File: src/rtl/mem_arbiter.sv
// mem_arbiter: shares a single-port RAM between the CPU memory port and the
// program-loader/debug port. One access at a time runs through the FSM
// IDLE -> ACCESS -> [WAIT] -> DONE -> IDLE. The CPU normally wins, but a
// starvation counter hands the RAM to the loader after STARVE_MAX consecutive
// CPU grants taken while the loader was waiting.
module mem_arbiter #(
  parameter int ADDR_W     = 9,
  parameter int DATA_W     = 32,
  parameter int RD_WAIT    = 1,
  parameter int STARVE_MAX = 4
) (
  input  logic              clk,
  input  logic              clr,
  input  logic              cpu_req,
  input  logic              cpu_we,
  input  logic [ADDR_W-1:0] cpu_addr,
  input  logic [DATA_W-1:0] cpu_wdata,
  output logic [DATA_W-1:0] cpu_rdata,
  output logic              cpu_ack,
  input  logic              ld_req,
  input  logic              ld_we,
  input  logic [ADDR_W-1:0] ld_addr,
  input  logic [DATA_W-1:0] ld_wdata,
  output logic [DATA_W-1:0] ld_rdata,
  output logic              ld_ack,
  output logic [ADDR_W-1:0] ram_addr,
  output logic [DATA_W-1:0] ram_wdata,
  output logic              ram_we,
  output logic              ram_re,
  input  logic [DATA_W-1:0] ram_rdata,
  output logic              busy
);

  typedef enum logic [1:0] {
    IDLE   = 2'd0,
    ACCESS = 2'd1,
    WAIT   = 2'd2,
    DONE   = 2'd3
  } state_t;

  localparam logic [3:0] STARVE_LIM = 4'(STARVE_MAX);
  localparam logic [2:0] WAIT_LAST  = 3'(RD_WAIT - 1);

  state_t            state_q;
  logic              owner_q;
  logic [3:0]        starve_q;
  logic [2:0]        wait_cnt_q;
  logic [ADDR_W-1:0] ram_addr_q;
  logic [DATA_W-1:0] ram_wdata_q;
  logic              ram_we_q;
  logic              ram_re_q;
  logic [DATA_W-1:0] cpu_rdata_q;
  logic [DATA_W-1:0] ld_rdata_q;
  logic              cpu_ack_q;
  logic              ld_ack_q;
  logic              busy_q;
  logic              cpu_win;
  logic [3:0]        starve_inc;

  // CPU wins the arbitration unless the loader has been passed over too often.
  assign cpu_win    = cpu_req && !(ld_req && (starve_q == STARVE_LIM));
  assign starve_inc = (starve_q == STARVE_LIM) ? starve_q : starve_q + 4'd1;

  // Access sequencer: grant, RAM strobe, read wait states and ack pulse.
  always_ff @(posedge clk or negedge clr) begin
    if (!clr) begin
      state_q     <= IDLE;
      owner_q     <= 1'b0;
      starve_q    <= '0;
      wait_cnt_q  <= '0;
      ram_addr_q  <= '0;
      ram_wdata_q <= '0;
      ram_we_q    <= 1'b0;
      ram_re_q    <= 1'b0;
      cpu_rdata_q <= '0;
      ld_rdata_q  <= '0;
      cpu_ack_q   <= 1'b0;
      ld_ack_q    <= 1'b0;
      busy_q      <= 1'b0;
    end else begin
      case (state_q)
        IDLE: begin
          if (cpu_req || ld_req) begin
            state_q <= ACCESS;
            busy_q  <= 1'b1;
            if (cpu_win) begin
              owner_q     <= 1'b0;
              ram_addr_q  <= cpu_addr;
              ram_wdata_q <= cpu_wdata;
              ram_we_q    <= cpu_we;
              ram_re_q    <= !cpu_we;
              starve_q    <= ld_req ? starve_inc : 4'd0;
            end else begin
              owner_q     <= 1'b1;
              ram_addr_q  <= ld_addr;
              ram_wdata_q <= ld_wdata;
              ram_we_q    <= ld_we;
              ram_re_q    <= !ld_we;
              starve_q    <= 4'd0;
            end
          end
        end
        ACCESS: begin
          if (ram_we_q) begin
            ram_we_q    <= 1'b0;
            ram_addr_q  <= '0;
            ram_wdata_q <= '0;
            cpu_ack_q   <= !owner_q;
            ld_ack_q    <= owner_q;
            state_q     <= DONE;
          end else if (RD_WAIT == 0) begin
            if (owner_q) ld_rdata_q <= ram_rdata;
            else         cpu_rdata_q <= ram_rdata;
            ram_re_q    <= 1'b0;
            ram_addr_q  <= '0;
            ram_wdata_q <= '0;
            cpu_ack_q   <= !owner_q;
            ld_ack_q    <= owner_q;
            state_q     <= DONE;
          end else begin
            wait_cnt_q <= WAIT_LAST;
            state_q    <= WAIT;
          end
        end
        WAIT: begin
          if (wait_cnt_q == 3'd0) begin
            if (owner_q) ld_rdata_q <= ram_rdata;
            else         cpu_rdata_q <= ram_rdata;
            ram_re_q    <= 1'b0;
            ram_addr_q  <= '0;
            ram_wdata_q <= '0;
            cpu_ack_q   <= !owner_q;
            ld_ack_q    <= owner_q;
            state_q     <= DONE;
          end else begin
            wait_cnt_q <= wait_cnt_q - 3'd1;
          end
        end
        DONE: begin
          cpu_ack_q <= 1'b0;
          ld_ack_q  <= 1'b0;
          busy_q    <= 1'b0;
          state_q   <= IDLE;
        end
        default: state_q <= IDLE;
      endcase
    end
  end

  assign cpu_rdata = cpu_rdata_q;
  assign ld_rdata  = ld_rdata_q;
  assign cpu_ack   = cpu_ack_q;
  assign ld_ack    = ld_ack_q;
  assign ram_addr  = ram_addr_q;
  assign ram_wdata = ram_wdata_q;
  assign ram_we    = ram_we_q;
  assign ram_re    = ram_re_q;
  assign busy      = busy_q;

endmodule

File: config.mk
export PLATFORM = sky130hd
export DESIGN_NAME = mem_arbiter
export DESIGN_NICKNAME = d
export VERILOG_FILES = /design/src/rtl/mem_arbiter.sv
export SDC_FILE = /design/constraint.sdc
export NUM_CORES = 1
export LEC_CHECK = 0
export CAP_MARGIN = 20
export CORE_MARGIN = 3
export CORE_UTILIZATION = 38
export CTS_CLUSTER_SIZE = 12
export DETAILED_ROUTE_END_ITERATION = 10
export PLACE_DENSITY = 0.8
export SLEW_MARGIN = 40
export SYNTH_ARGS = -nofsm -noshare
export SYNTH_HDL_FRONTEND = slang
export SYNTH_SLANG_ARGS = --single-unit
File: constraint.sdc
create_clock -name clk -period 2.52 [get_ports clk]
set_clock_uncertainty 0.05 [all_clocks]
set_input_delay 0.504 -clock clk [delete_from_list [all_inputs] [get_ports clk]]
set_output_delay 0.504 -clock clk [all_outputs]
set_load 0.005 [all_outputs]
Word level (Yosys, flattened, before mapping)
Cells that the tools add are included.
{ "totals": {"regBits": 120, "latch_bits": 0, "ram_bits": 0, "mem_bits_ro": 0, "inputBits": 120, "output_inout_bits": 110, "word_cells": 88, "n_memories": 0} }
{ "op_classes": {"n_addsub": 2, "mul": 0, "div_mod_pow": 0, "n_lt_le_gt_ge": 0, "n_eq_ne": 10, "shift": 0, "muxes": 36, "n_bitwise": 1, "reduce_logical": 26} }
{ "ops": {"columns": ["operator", "count"], "rows": [
  ["32-bit 2-to-1 mux", 4],
  ["32-bit case mux with 3 select lines", 1],
  ["9-bit 2-to-1 mux", 4],
  ["9-bit case mux with 3 select lines", 1],
  ["3-bit AND reduction", 6],
  ["1-bit 2-to-1 mux", 12],
  ["4-bit 2-to-1 mux", 3],
  ["2-bit inequality test (second input constant)", 5],
  ["2-bit case mux with 4 select lines", 1],
  ["2-bit AND reduction", 4],
  ["2-bit nonzero test", 4],
  ["3-bit 2-to-1 mux", 2],
  ["1-bit case mux with 2 select lines", 3],
  ["1-bit case mux with 3 select lines", 2],
  ["3-bit case mux with 2 select lines", 1],
  ["3-bit nonzero test", 2],
  ["4-bit by 1-bit adder with 4-bit output (second input constant)", 1],
  ["2-bit == test (second input constant)", 2],
  ["4-bit by 3-bit == test with 1-bit output (second input constant)", 1],
  ["1-bit logical NOT", 4],
  ["2-bit 2-to-1 mux", 2],
  ["4-bit AND reduction", 1],
  ["3-bit logical NOT", 1],
  ["3-bit inequality test (second input constant)", 1],
  ["other kinds (6)", 7]
]} }

Logic depth before layout (Yosys ltp)
Gate-level depths: netlist (run 1).
{ "logic_depth": {"word_depth": 7, "depth_mapped": 8, "mapped_depth_nobuf": 6} }

Worst setup path after synthesis (run 1)
Ideal clock, no wire load.
{ "synth_timing": {"path_kind": "register to register", "startpoint": "register state_q[0]", "endpoint": "register cpu_rdata_q[0], in the netlist cpu_rdata[0]", "setup_time_ps": 128, "arrival_time_ps": 1735, "required_time_ps": 2342, "slack_ps": 607, "stages_incl_launch_ff": 8, "n_path_buf": 2, "synth_period_minus_slack_ps": 1913, "cell_sequence": "dfrtp_1 -> inv_1 -> ha_1 -> buf_2 -> inv_2 -> nor3_2 -> buf_2 -> mux2_1"} }
{ "synth_between": {"elab_chain_len": 2} }
{ "synth_lines": {"columns": ["item", "line_no", "rtl"], "rows": [
  ["start: declaration", "44", "state_t state_q;"],
  ["start signal: assignment", "67", "state_q <= IDLE;"],
  ["start signal: assignment", "84", "state_q <= ACCESS;"],
  ["start signal: assignment", "110", "state_q <= DONE;"],
  ["2-bit == test", "81", "case (state_q)"],
  ["3-bit AND reduction (no source line)", null, null],
  ["end signal: assignment", "113", "else cpu_rdata_q <= ram_rdata;"],
  ["end signal: assignment", "128", "else cpu_rdata_q <= ram_rdata;"],
  ["end: declaration", "52", "logic [DATA_W-1:0] cpu_rdata_q;"]
]} }
Every way passes these cells.
A chain may end at the register's enable or synchronous reset.

Worst setup path after layout (run 1)
{ "layout_timing": {"startpoint": "register state_q[1]", "endpoint": "register ram_addr_q[3], in the netlist ram_addr[3]"} }
{ "layout_between": {"elab_chain_len": 3, "elab_cells_between_ends": 9, "classes_between": "eq/ne: 5; mux: 1; reduce/logical: 3"} }
{ "layout_lines": {"columns": ["item", "line_no", "rtl"], "rows": [
  ["2-bit by 1-bit == test with 1-bit output (tied with other cells)", "81", null],
  ["2-bit inequality test (no source line) / 3-bit nonzero test (equally long branches)", null, null],
  ["4-bit AND reduction (no source line)", null, null],
  ["end signal: assignment", "88", "ram_addr_q <= cpu_addr;"],
  ["end signal: assignment", "95", "ram_addr_q <= ld_addr;"],
  ["end: declaration", "48", "logic [ADDR_W-1:0] ram_addr_q;"]
]} }
Parallel ways exist; a longest one is shown, timed or not.

==> results of run 1 <==
-- tightest hold or removal path, cell delays in order, from the launching register on --
cell	delay, ns
dfrtp_1	0.34
nand2_1	0.05
o21ai_1	0.06
-- registers in the layout, indices dropped and copies added, names as in the netlist, 2 cells and up --
signal	flops
cpu_rdata	32
ld_rdata	32
ram_wdata	32
ram_addr	9
starve_q	4
wait_cnt_q	3
state_q	2
-- logic make-up (layout without fill, tap and decap cells) --
| family | Yosys count | after routing | share of synthesized area, % |
|---|---|---|---|
| buffers and inverters | 30 | 279 | 3.14 |
| flip-flops | 120 | 120 | 58.0 |
| multiplexers | 107 | 107 | 22.3 |
| AND/OR/NAND/NOR | 76 | 76 | 6.53 |
| adder cells (fa/ha/maj) | 9 | 9 | 2.18 |
| AO/OA/AOI/OAI | 69 | 69 | 7.86 |
-- power by group through the flow --
| stage | clock network [mW] | logic [mW] | registers, mW |
|---|---|---|---|
| after floorplan | 0 | 1.88 | 3.32 |
| after global placement | 0 | 4.07 | 3.26 |
| after detailed placement | 0 | 4.20 | 3.33 |
| after CTS | 2.45 | 4.22 | 3.30 |
| after global routing | 2.55 | 4.55 | 3.40 |
| final | 2.40 | 4.14 | 3.29 |
-- final cells by class --
cell class	instances	area, um2
Sequential cell	120	3000
Timing Repair Buffer	237	2400
Clock buffer	18	429
Tap cell	176	220
Clock inverter	14	164
Inverter	10	37.5
Multi-Input combinational cell	261	2020
Fill cell	1090	5020
-- metal layers --
| metal | wire (um) | part of all wire, % | vias to the layer above |
|---|---|---|---|
| met1 | 5120 | 39 | 1932 |
| met4 | 197 | 1.5 | 0 |
| met5 | 0 | 0 | - |
| met3 | 1370 | 10 | 17 |
| li1 | - | - | 1919 |
| met2 | 6530 | 49 | 202 |
-- cells in the mapped netlist, types with 2 or more instances --
cell,count,area (um2)
a21o_1,2,15.0
a21oi_1,3,15.0
a22o_1,3,26.3
buf_2,16,80.1
buf_6,4,45.0
dfrtp_1,120,3000
ha_1,9,113
inv_1,9,33.8
mux2_1,41,462
mux2_2,25,282
mux2i_1,41,410
nand2_1,53,199
nand2b_1,2,12.5
nand3_1,3,15.0
nor2_1,6,22.5
nor2b_1,3,18.8
o21ai_0,9,45.0
o21ai_1,42,210
o31ai_1,2,15.0
-- final timing paths --
check                                end  slack, ns  cells past startpoint
max                          ram_addr[3]       0.27                      6
min                        ram_wdata[16]       0.43                      2
max reg2reg                  ram_addr[3]       0.27                      6
min reg2reg                ram_wdata[16]       0.43                      2
max in group asynchronous  ram_wdata[23]       1.27                      3
min in group asynchronous   ld_rdata[11]       0.47                      2
==> flow_metrics.env, run 1 <==
export IMPL_power_density_nw_per_um2=1190
export IMPL_antenna_found_initial=0
export IMPL_fin_crit_sh_pct=89.1
export IMPL_design_area_um2=8280
export IMPL_clk_latency_ns=0.40
export IMPL_maxSlewHeadroom_pct=57.3
export IMPL_hp_start="ram_wdata[16]"
export IMPL_cts_made_buffers=17
export IMPL_cp_slowest_cell="or3b_1"
export IMPL_clock_sinks=120
export IMPL_layout_min_cycle_time_ns=2.25
export IMPL_p_leak_nw=3.55
export IMPL_timing_rr_start="state_q[1]"
export IMPL_postCtsSetupBuffers=0
export IMPL_gr_usage_met2_pct=30.4
export IMPL_final_nets=776
export IMPL_drc=0
export IMPL_yosys_most_used_dff="dfrtp_1"
export IMPL_syn_cell_area_um2=5180
export IMPL_via_count=4070
export IMPL_synth_fp_nets=540
export IMPL_drt_pass1_iterations=5
export IMPL_ys_warn_count=0
export IMPL_cts_tree="built"
export IMPL_p_comb_share_pct=42.1
export IMPL_dp_cells=803
export IMPL_place_congestion=0.787
export IMPL_drv_slew=0
export IMPL_synth_avg_cell_area_um2=12.6
export IMPL_placed_area_um2=7670
export IMPL_rows=42
export IMPL_grt_max_degree=74
export IMPL_n_antenna_cell=0
export IMPL_grt_busiest_layer="met2"
export IMPL_setup_viol=0
export IMPL_arrival_ns=2.45
export IMPL_rsz0062_at_grt="no"
export IMPL_worst_pin_slew_ns=0.637
export IMPL_wl_per_cell_um=15.8
export IMPL_crit_family="simple AND/OR/NAND/NOR gates"
export IMPL_layout_common_cells="228 x clkdlybuf4s50_1, 120 x dfrtp_1, 52 x nand2_1"
export IMPL_grt_pass1_vias=4150
export IMPL_pwr_share_clk_pct=24.4
export IMPL_htree_levels=4
export IMPL_timing_fmax_mhz=445
export IMPL_start_util_pct=38.9
export IMPL_p_sw_mw=3.08
export IMPL_dp_slack_ns=0.103
export IMPL_grt_pass1_wl_mm=20.7
export IMPL_grt_ovfl_total=0
export IMPL_grtUsageTotal_pct=17.6
export IMPL_crit_chain="inv_1, ha_1, or3b_1, o2111ai_4, or2_4, o21ai_1"
export IMPL_p_seq_share_pct=33.5
export IMPL_num_io_pins=230
export IMPL_drive_gt1_share_pct=10.6
export IMPL_critical_path_buf_inv_count=1
export IMPL_core_um2=13300
export IMPL_die_area_um2=15100
export IMPL_drt_initial_drc_count=175
export IMPL_crit_fanout=41
export IMPL_worstHoldPathType="reg -> reg"
export IMPL_port_buffers=229
export IMPL_hold_ws_ns=0.432
export IMPL_clk_pin_slew_worst_paths_ns=0.06
export IMPL_use_met1_pct=19.8
export IMPL_ctsRootBufferMaster="clkbuf_16"
export IMPL_clock_path_buffers=2
export IMPL_power_total_mw=9.83
export IMPL_ys_ff_latch=120
export IMPL_die_y_um=123
export IMPL_die_w_um=123
export IMPL_maxCapViolCount=0
export IMPL_crit_start="state_q[1]"
export IMPL_fin_cells=836
export IMPL_intPower_mw=6.75
export IMPL_swShare_pct=31.4
export IMPL_layout_area_overhead_vs_synth_pct=59.9
export IMPL_dpl_hpwl_mm=10.0
export IMPL_worst_setup_path_start_kind="register"
export IMPL_hold_violations=0
export IMPL_drt_total_wl_mm=13.2
export IMPL_outcome="complete, no violations"
export IMPL_worstSetupPathType="reg -> reg"
export IMPL_cp_end_kind="register"
export IMPL_synth_edf_count=0
export IMPL_use_met3_pct=6.36
export IMPL_critPathMaxStageDelay_ns=0.45
export IMPL_vias_per_cell=4.87
export IMPL_netlist_instances=411
export IMPL_tns_ns=0
export IMPL_ys_async_sr_fraction_pct=100
export IMPL_vdd_ir_drop_max_v=0.000479
export IMPL_ys_types=37
export IMPL_ys_seq_area_share_pct=58.0
export IMPL_utilization_pct=62.2
export IMPL_antenna_left=0
export IMPL_fin_ws_ns=0.275
export IMPL_cts_resized=0
export IMPL_final_common_cell="clkdlybuf4s50_1"
export IMPL_cts_hold_buf=1
export IMPL_cp_required_ns=2.73
(Power assumes the default switching activity.)
==> inputs of run 2 (changes only) <==
==> constraint.sdc (replaced) <==
create_clock -name clk -period 2.52 [get_ports clk]
set_clock_uncertainty 0.05 [all_clocks]
set_input_delay 0.252 -clock clk [delete_from_list [all_inputs] [get_ports clk]]
set_output_delay 0.252 -clock clk [all_outputs]
set_load 0.005 [all_outputs]
==> flow_metrics.env, run 2 (synthesized netlist as in run 1, its figures left out) <==
export IMPL_outcome="complete, no violations"
export IMPL_hold_violations=0
export IMPL_cts_resized=0
export IMPL_crit_chain="inv_1, ha_1, or3b_1, o2111ai_4, or2_4, o21ai_1"
export IMPL_cp_required_ns=2.73
export IMPL_cts_tree="built"
export IMPL_grt_max_degree=60
export IMPL_clock_sinks=120
export IMPL_cp_end_kind="register"
export IMPL_grtUsageTotal_pct=17.7
export IMPL_p_sw_mw=3.04
export IMPL_grt_pass1_wl_mm=20.7
export IMPL_power_total_mw=9.62
export IMPL_drive_gt1_share_pct=10.9
export IMPL_vias_per_cell=4.80
export IMPL_setup_viol=0
export IMPL_utilization_pct=62.0
export IMPL_worst_pin_slew_ns=0.611
export IMPL_via_count=4018
export IMPL_rsz0062_at_grt="no"
export IMPL_grt_ovfl_total=0
export IMPL_drc=0
export IMPL_die_area_um2=15100
export IMPL_postCtsSetupBuffers=0
export IMPL_p_comb_share_pct=43.0
export IMPL_intPower_mw=6.58
export IMPL_fin_cells=837
export IMPL_maxSlewHeadroom_pct=59.0
export IMPL_pwr_share_clk_pct=22.8
export IMPL_critPathMaxStageDelay_ns=0.46
export IMPL_dp_cells=804
export IMPL_power_density_nw_per_um2=1170
export IMPL_timing_fmax_mhz=449
export IMPL_ctsRootBufferMaster="clkbuf_16"
export IMPL_maxCapViolCount=0
export IMPL_worstHoldPathType="in -> async"
export IMPL_cts_made_buffers=17
export IMPL_antenna_left=0
export IMPL_htree_levels=4
export IMPL_dpl_hpwl_mm=10.1
export IMPL_core_um2=13300
export IMPL_clock_path_buffers=2
export IMPL_p_seq_share_pct=34.2
export IMPL_crit_fanout=41
export IMPL_num_io_pins=230
export IMPL_die_w_um=123
export IMPL_rows=42
export IMPL_arrival_ns=2.43
export IMPL_start_util_pct=38.9
export IMPL_layout_common_cells="228 x clkdlybuf4s50_1, 120 x dfrtp_1, 52 x nand2_1"
export IMPL_cts_hold_buf=1
export IMPL_drt_total_wl_mm=13.3
export IMPL_final_nets=777
export IMPL_p_leak_nw=3.53
export IMPL_n_antenna_cell=0
export IMPL_tns_ns=0
export IMPL_worstSetupPathType="reg -> reg"
export IMPL_worst_setup_path_start_kind="register"
export IMPL_drt_initial_drc_count=195
export IMPL_place_congestion=0.841
export IMPL_layout_area_overhead_vs_synth_pct=59.2
export IMPL_port_buffers=229
export IMPL_layout_min_cycle_time_ns=2.23
export IMPL_final_common_cell="clkdlybuf4s50_1"
export IMPL_wl_per_cell_um=15.9
export IMPL_drt_pass1_iterations=4
export IMPL_swShare_pct=31.6
export IMPL_clk_latency_ns=0.40
export IMPL_antenna_found_initial=0
export IMPL_drv_slew=0
export IMPL_die_y_um=123
export IMPL_vdd_ir_drop_max_v=0.000482
export IMPL_fin_crit_sh_pct=88.4
export IMPL_cp_slowest_cell="or3b_1"
export IMPL_grt_pass1_vias=4165
export IMPL_hold_ws_ns=0.331
export IMPL_clk_pin_slew_worst_paths_ns=0.06
==> run 2: changes by cell type in the layout (fill, tap and decap cells not counted) <==
cell,change
buf_4,+1
bufinv_16,-2
clkbuf_1,-1
clkbuf_8,+2
clkinv_2,+3
clkinvlp_4,+2
inv_6,-3
inv_8,-1
==> run 2: per-layer routing <==
layer / vias up / part of all wire, % / GRT usage [%]
met5: - / 0 / 0
met4: 0 / 1.7 / 6.86
met3: 16 / 9.5 / 5.94
met2: 180 / 49 / 30.2
met1: 1896 / 40 / 20.7
li1: 1926 / - / -
==> run 2: path summary, 6_finish.rpt <==
check	startpoint	cells past startpoint	end	slack, ns
worst max-delay path	state_q[0]	6	ram_wdata[19]	0.29
worst min-delay path	clr	2	cpu_rdata[11]	0.33
worst max register to register	state_q[0]	6	ram_wdata[19]	0.29
worst min register to register	ram_wdata[27]	2	ram_wdata[27]	0.43
max in group asynchronous	clr	3	ram_addr[2]	1.38
min in group clk	cpu_addr[8]	3	ram_addr[8]	0.43
==> run 2: worst max-delay path, delay by kind of cell (launching register included) <==
family,cells,cell delay (ns)
AOI/OAI and AO/OA,2,0.28
adders and majority gates,1,0.30
buffers and inverters,1,0.15
DFF,1,0.40
and+or+nand+nor,2,0.89
==> run 2: cell type report <==
cell class | count | area, um2
Tap cell | 176 | 220
Timing Repair Buffer | 238 | 2410
Fill cell | 1038 | 5060
Clock buffer | 19 | 453
Sequential cell | 120 | 3000
Clock inverter | 13 | 96.3
Multi-Input combinational cell | 261 | 2020
Inverter | 10 | 37.5
==> run 2: power groups by stage <==
stage          logic, mW  registers [mW]  clock network [mW]
5_1_grt             4.53            3.40                2.35
3_5_place_dp        4.19            3.32                   0
4_1_cts             4.20            3.30                2.25
6_report            4.13            3.29                2.19
3_3_place_gp        4.05            3.26                   0
2_1_floorplan       1.88            3.32                   0
==> run 2: metrics by stage <==
| step | setup slack [ns] | area [um2] |
|---|---|---|
| floorplan | 0.607 | 5180 |
| global placement | 0.418 | 7680 |
| detailed placement | 0.311 | 7680 |
| CTS | 0.298 | 8240 |
| global route | 0.142 | 8240 |
| finish | 0.293 | 8240 |
==> inputs of run 3 (changes only) <==
- PLACE_DENSITY: 0.8 -> 0.74
- SKIP_CTS_REPAIR_TIMING: unset -> 1
==> flow_metrics.env, run 3 (synthesized netlist as in run 1, its figures left out) <==
export IMPL_critical_path_buf_inv_count=1
export IMPL_design_area_um2=8360
export IMPL_start_util_pct=38.9
export IMPL_fin_crit_sh_pct=87.3
export IMPL_worstSetupPathType="reg -> reg"
export IMPL_placed_area_um2=7680
export IMPL_worstHoldPathType="in -> async"
export IMPL_final_nets=777
export IMPL_drive_gt1_share_pct=10.9
export IMPL_die_area_um2=15100
export IMPL_cts_tree="built"
export IMPL_antenna_left=0
export IMPL_grt_pass1_wl_mm=20.7
export IMPL_core_um2=13300
export IMPL_wl_per_cell_um=15.9
export IMPL_hold_violations=0
export IMPL_p_leak_nw=3.59
export IMPL_drv_slew=0
export IMPL_outcome="complete, no violations"
export IMPL_grt_pass1_vias=4123
export IMPL_via_count=3999
export IMPL_crit_family="simple AND/OR/NAND/NOR gates"
export IMPL_critPathMaxStageDelay_ns=0.44
export IMPL_cp_required_ns=2.73
export IMPL_p_sw_mw=3.03
export IMPL_layout_common_cells="228 x clkdlybuf4s50_1, 120 x dfrtp_1, 52 x nand2_1"
export IMPL_num_io_pins=230
export IMPL_die_y_um=123
export IMPL_utilization_pct=62.9
export IMPL_worst_pin_slew_ns=0.698
export IMPL_grt_ovfl_total=0
export IMPL_setup_viol=0
export IMPL_power_density_nw_per_um2=1210
export IMPL_clock_sinks=120
export IMPL_maxCapViolCount=0
export IMPL_drc=0
export IMPL_clk_latency_ns=0.40
export IMPL_crit_chain="inv_1, ha_1, or3b_1, o2111ai_4, or2_4, o21ai_1"
export IMPL_timing_fmax_mhz=454
export IMPL_n_antenna_cell=0
export IMPL_cts_made_buffers=17
export IMPL_clk_pin_slew_worst_paths_ns=0.06
export IMPL_grt_max_degree=57
export IMPL_vias_per_cell=4.78
export IMPL_drt_total_wl_mm=13.3
export IMPL_worst_setup_path_start_kind="register"
export IMPL_die_w_um=123
export IMPL_intPower_mw=7.08
export IMPL_cp_slowest_cell="or3b_1"
export IMPL_ctsRootBufferMaster="clkbuf_16"
export IMPL_clock_path_buffers=2
export IMPL_pwr_share_clk_pct=26.7
export IMPL_maxSlewHeadroom_pct=53.5
export IMPL_rows=42
export IMPL_dpl_hpwl_mm=9.85
export IMPL_final_common_cell="clkdlybuf4s50_1"
export IMPL_cp_end_kind="register"
export IMPL_place_congestion=0.769
export IMPL_arrival_ns=2.41
export IMPL_vdd_ir_drop_max_v=0.000440
export IMPL_fill_cells=1071
export IMPL_crit_fanout=41
export IMPL_p_seq_share_pct=32.5
export IMPL_grtUsageTotal_pct=17.6
export IMPL_layout_area_overhead_vs_synth_pct=61.5
export IMPL_drt_pass1_iterations=6
export IMPL_drt_initial_drc_count=194
export IMPL_layout_min_cycle_time_ns=2.20
export IMPL_htree_levels=4
export IMPL_r2r_setup_slack_ns=0.32
export IMPL_p_comb_share_pct=40.8
export IMPL_antenna_found_initial=0
export IMPL_rsz0062_at_grt="no"
export IMPL_tns_ns=0
export IMPL_swShare_pct=30.0
export IMPL_port_buffers=229
[run 3: final timing paths]
path | from | cells after the start | to
setup reg to reg | state_q[0] | 6 | ram_wdata[30]
setup / recovery | state_q[0] | 6 | ram_wdata[30]
min in group clk | cpu_wdata[14] | 3 | ram_wdata[14]
max in group asynchronous | clr | 3 | ram_addr[6]
hold / removal | clr | 2 | cpu_rdata[23]
hold reg to reg | ram_wdata[27] | 2 | ram_wdata[27]
[run 3: cell type report]
cell class / count / area, um2 / area share [%]
flip-flops and latches: 120 / 3000 / 35.9
repair buffers: 238 / 2410 / 28.8
multi-input cells: 261 / 2020 / 24.2
clock buffers: 19 / 453 / 5.42
well taps: 176 / 220 / 2.63
clock inverters: 13 / 218 / 2.60
inverters: 10 / 37.5 / 0.449
[run 3: per-stage QoR]
step                      hold slack (ns)  total power [mW]  worst slack, ns  std cells
final                               0.400              10.1            0.319        837
after CTS                          -0.137              10.3            0.318        836
after floorplan                   -0.0936              5.20            0.607        411
after global placement              0.298              7.33            0.407        804
after detailed placement            0.296              7.50            0.333        804
after global routing                0.421              10.8            0.172        837
[run 3: power groups by stage]
stage / Combinational (mW) / Clock, mW / Sequential (mW)
finish: 4.13 / 2.70 / 3.29
floorplan: 1.88 / 0 / 3.32
detailed placement: 4.18 / 0 / 3.32
CTS: 4.20 / 2.75 / 3.30
global route: 4.52 / 2.85 / 3.40
global placement: 4.07 / 0 / 3.26
[run 3: per-layer routing]
metal / vias up / share of wire (%) / global-route usage (%)
met1: 1897 / 40 / 20.4
met2: 166 / 49 / 30.1
met5: - / 0 / 0
li1: 1925 / - / -
met3: 11 / 9.7 / 7.14
met4: 0 / 0.78 / 5.04
==> patch, RTL diff (config.mk and constraints of run 3) <==
Change the parameter `ADDR_W` from 9 to 10.
--- a/src/rtl/mem_arbiter.sv
+++ b/src/rtl/mem_arbiter.sv
@@ -6,3 +6,3 @@
 module mem_arbiter #(
-  parameter int ADDR_W     = 9,
+  parameter int ADDR_W     = 10,
   parameter int DATA_W     = 32,
Interface: changed (resized cpu_addr, ld_addr and ram_addr); port bits go from 230 to 233. No check against the original RTL was run, so the function may have changed too.
==> patch against run 3 <==
Sequential cell count is 1 higher. Setup slack got worse by 0.0054 ns. Area after synthesis grew 3.8%. Design area rose by 3.0%. Sequential share of layout area fell by 0.74 points. Global-route usage up 0.65 points. Utilization up 0.61 points. Total power rose by 4.2%. Worst hold slack worse by 0.16 ns. Clock power fell by 5%. Count of clock-buffer cells in the layout fell by 1. Wire length increased by 6.3%. Non-clock buffer count increased by 11. Largest cell class unchanged.
==> patch: results (changes against run 3) <==
* HPWL after detailed placement at 10.8 mm (+9.9%)
* Status: completed
* CP Launch Point: state_q[1]
* Post-DP Area at 7960 µm² (+3.7%)
* Ranking of synthesized cells by area: dfrtp_1 56%, mux2i_1 7.8%, mux2_2 7.1%, mux2_1 6.7%, o21ai_2 5.9%
* Pre-antenna DRT Iters at 4 (-2)
* Clock share of power at 0.243 (-0.024)
* Flop pwr share at 0.316 (-0.009)
* Worst Setup EP: ram_wdata[2]
* Synth Area in Adders at 0.0209 (-0.000805)
* Final wirelength at 14.1 mm (+6.3%)
* Max-slew headroom at 0.535 (+0.000847)
* H-tree depth at 4 (unchanged)
* Worst R2R Path Depth at 7 (+1)
* Critical-path maximum fanout at 17 (-59%)
* DR vias at 4113 (+2.9%)
* Layout cells sized above 1 at 0.186 (+0.0775)
* Register area share after synthesis at 0.563 (-0.0168)
* Die width at 125 µm (+1.8%)
* Post-synthesis mux area share at 0.216 (-0.00639)
* DRT iter0 DRCs at 123 (-37%)
* Synth Area in XOR/XNOR at 0 (unchanged)
* IO Port Bufs at 232 (+1.3%)
* Syn nets at 547 (+1.3%)
* Gr usage total at 0.183 (+0.00652)
* First-pass GRT wire length at 22.8 mm (+10%)
* Fin nets at 794 (+2.2%)
* Vias in the first global route at 4381 (+6.3%)
* VDD IR max at 559 µV (+27%)
* Post-synth cell types at 41 (+11%)
* Synth Area in Compound Gates at 0.102 (+0.0232)
* Placed insts at 819 (+1.9%)
* WP data arrival at 2.44 ns (+0.03 ns)
==> patch: changes by cell type in the layout (fill, tap and decap cells not counted), moves of 3 or more <==
cell / run 3 / this run
buf_4: 5 / 12
o21ai_1: 42 / 8
o21ai_2: 0 / 36
mux2_2: 25 / 34
clkinv_2: 0 / 3
mux2_1: 41 / 32
clkdlybuf4s50_1: 228 / 231
==> patch: logic make-up after synthesis <==
group	Yosys count
DFF	121
muxes	108
buffers and inverters	31
AOI/OAI and AO/OA	70
and+or+nand+nor	77
adders and majority gates	9
==> patch: final cells by class <==
| type | instances | area [µm²] |
|---|---|---|
| Sequential cell | 121 | 3030 |
| Inverter | 10 | 37.5 |
| Fill cell | 1077 | 4950 |
| Clock buffer | 18 | 439 |
| Multi-Input combinational cell | 264 | 2180 |
| Timing Repair Buffer | 249 | 2510 |
| Tap cell | 176 | 220 |
| Clock inverter | 14 | 195 |
==> patch: routing by layer <==
| layer | vias up | GRT usage | routed length, µm |
|---|---|---|---|
| met4 | 0 | 0.0644 | 189 |
| met5 | - | 0 | 0 |
| met1 | 1944 | 0.215 | 5750 |
| met3 | 11 | 0.0725 | 1380 |
| li1 | 1972 | - | - |
| met2 | 186 | 0.305 | 6820 |
==> patch: critical path, stage by stage, from the launching register on <==
cell and delay (ns):
dfrtp_1 0.41, inv_1 0.14, ha_1 0.30, or3b_4 0.44, o2111ai_4 0.11, or2_4 0.32, buf_12 0.21, o21ai_1 0.09
==> patch: stage by stage <==
stage	hold WS (ns)	worst slack, ns	total power [mW]
after floorplan	-0.0936	0.599	5.59
after global placement	0.102	0.364	7.93
after detailed placement	0.106	0.320	8.10
after CTS	-0.331	0.299	10.7
after global routing	0.243	0.194	11.2
final	0.242	0.314	10.5
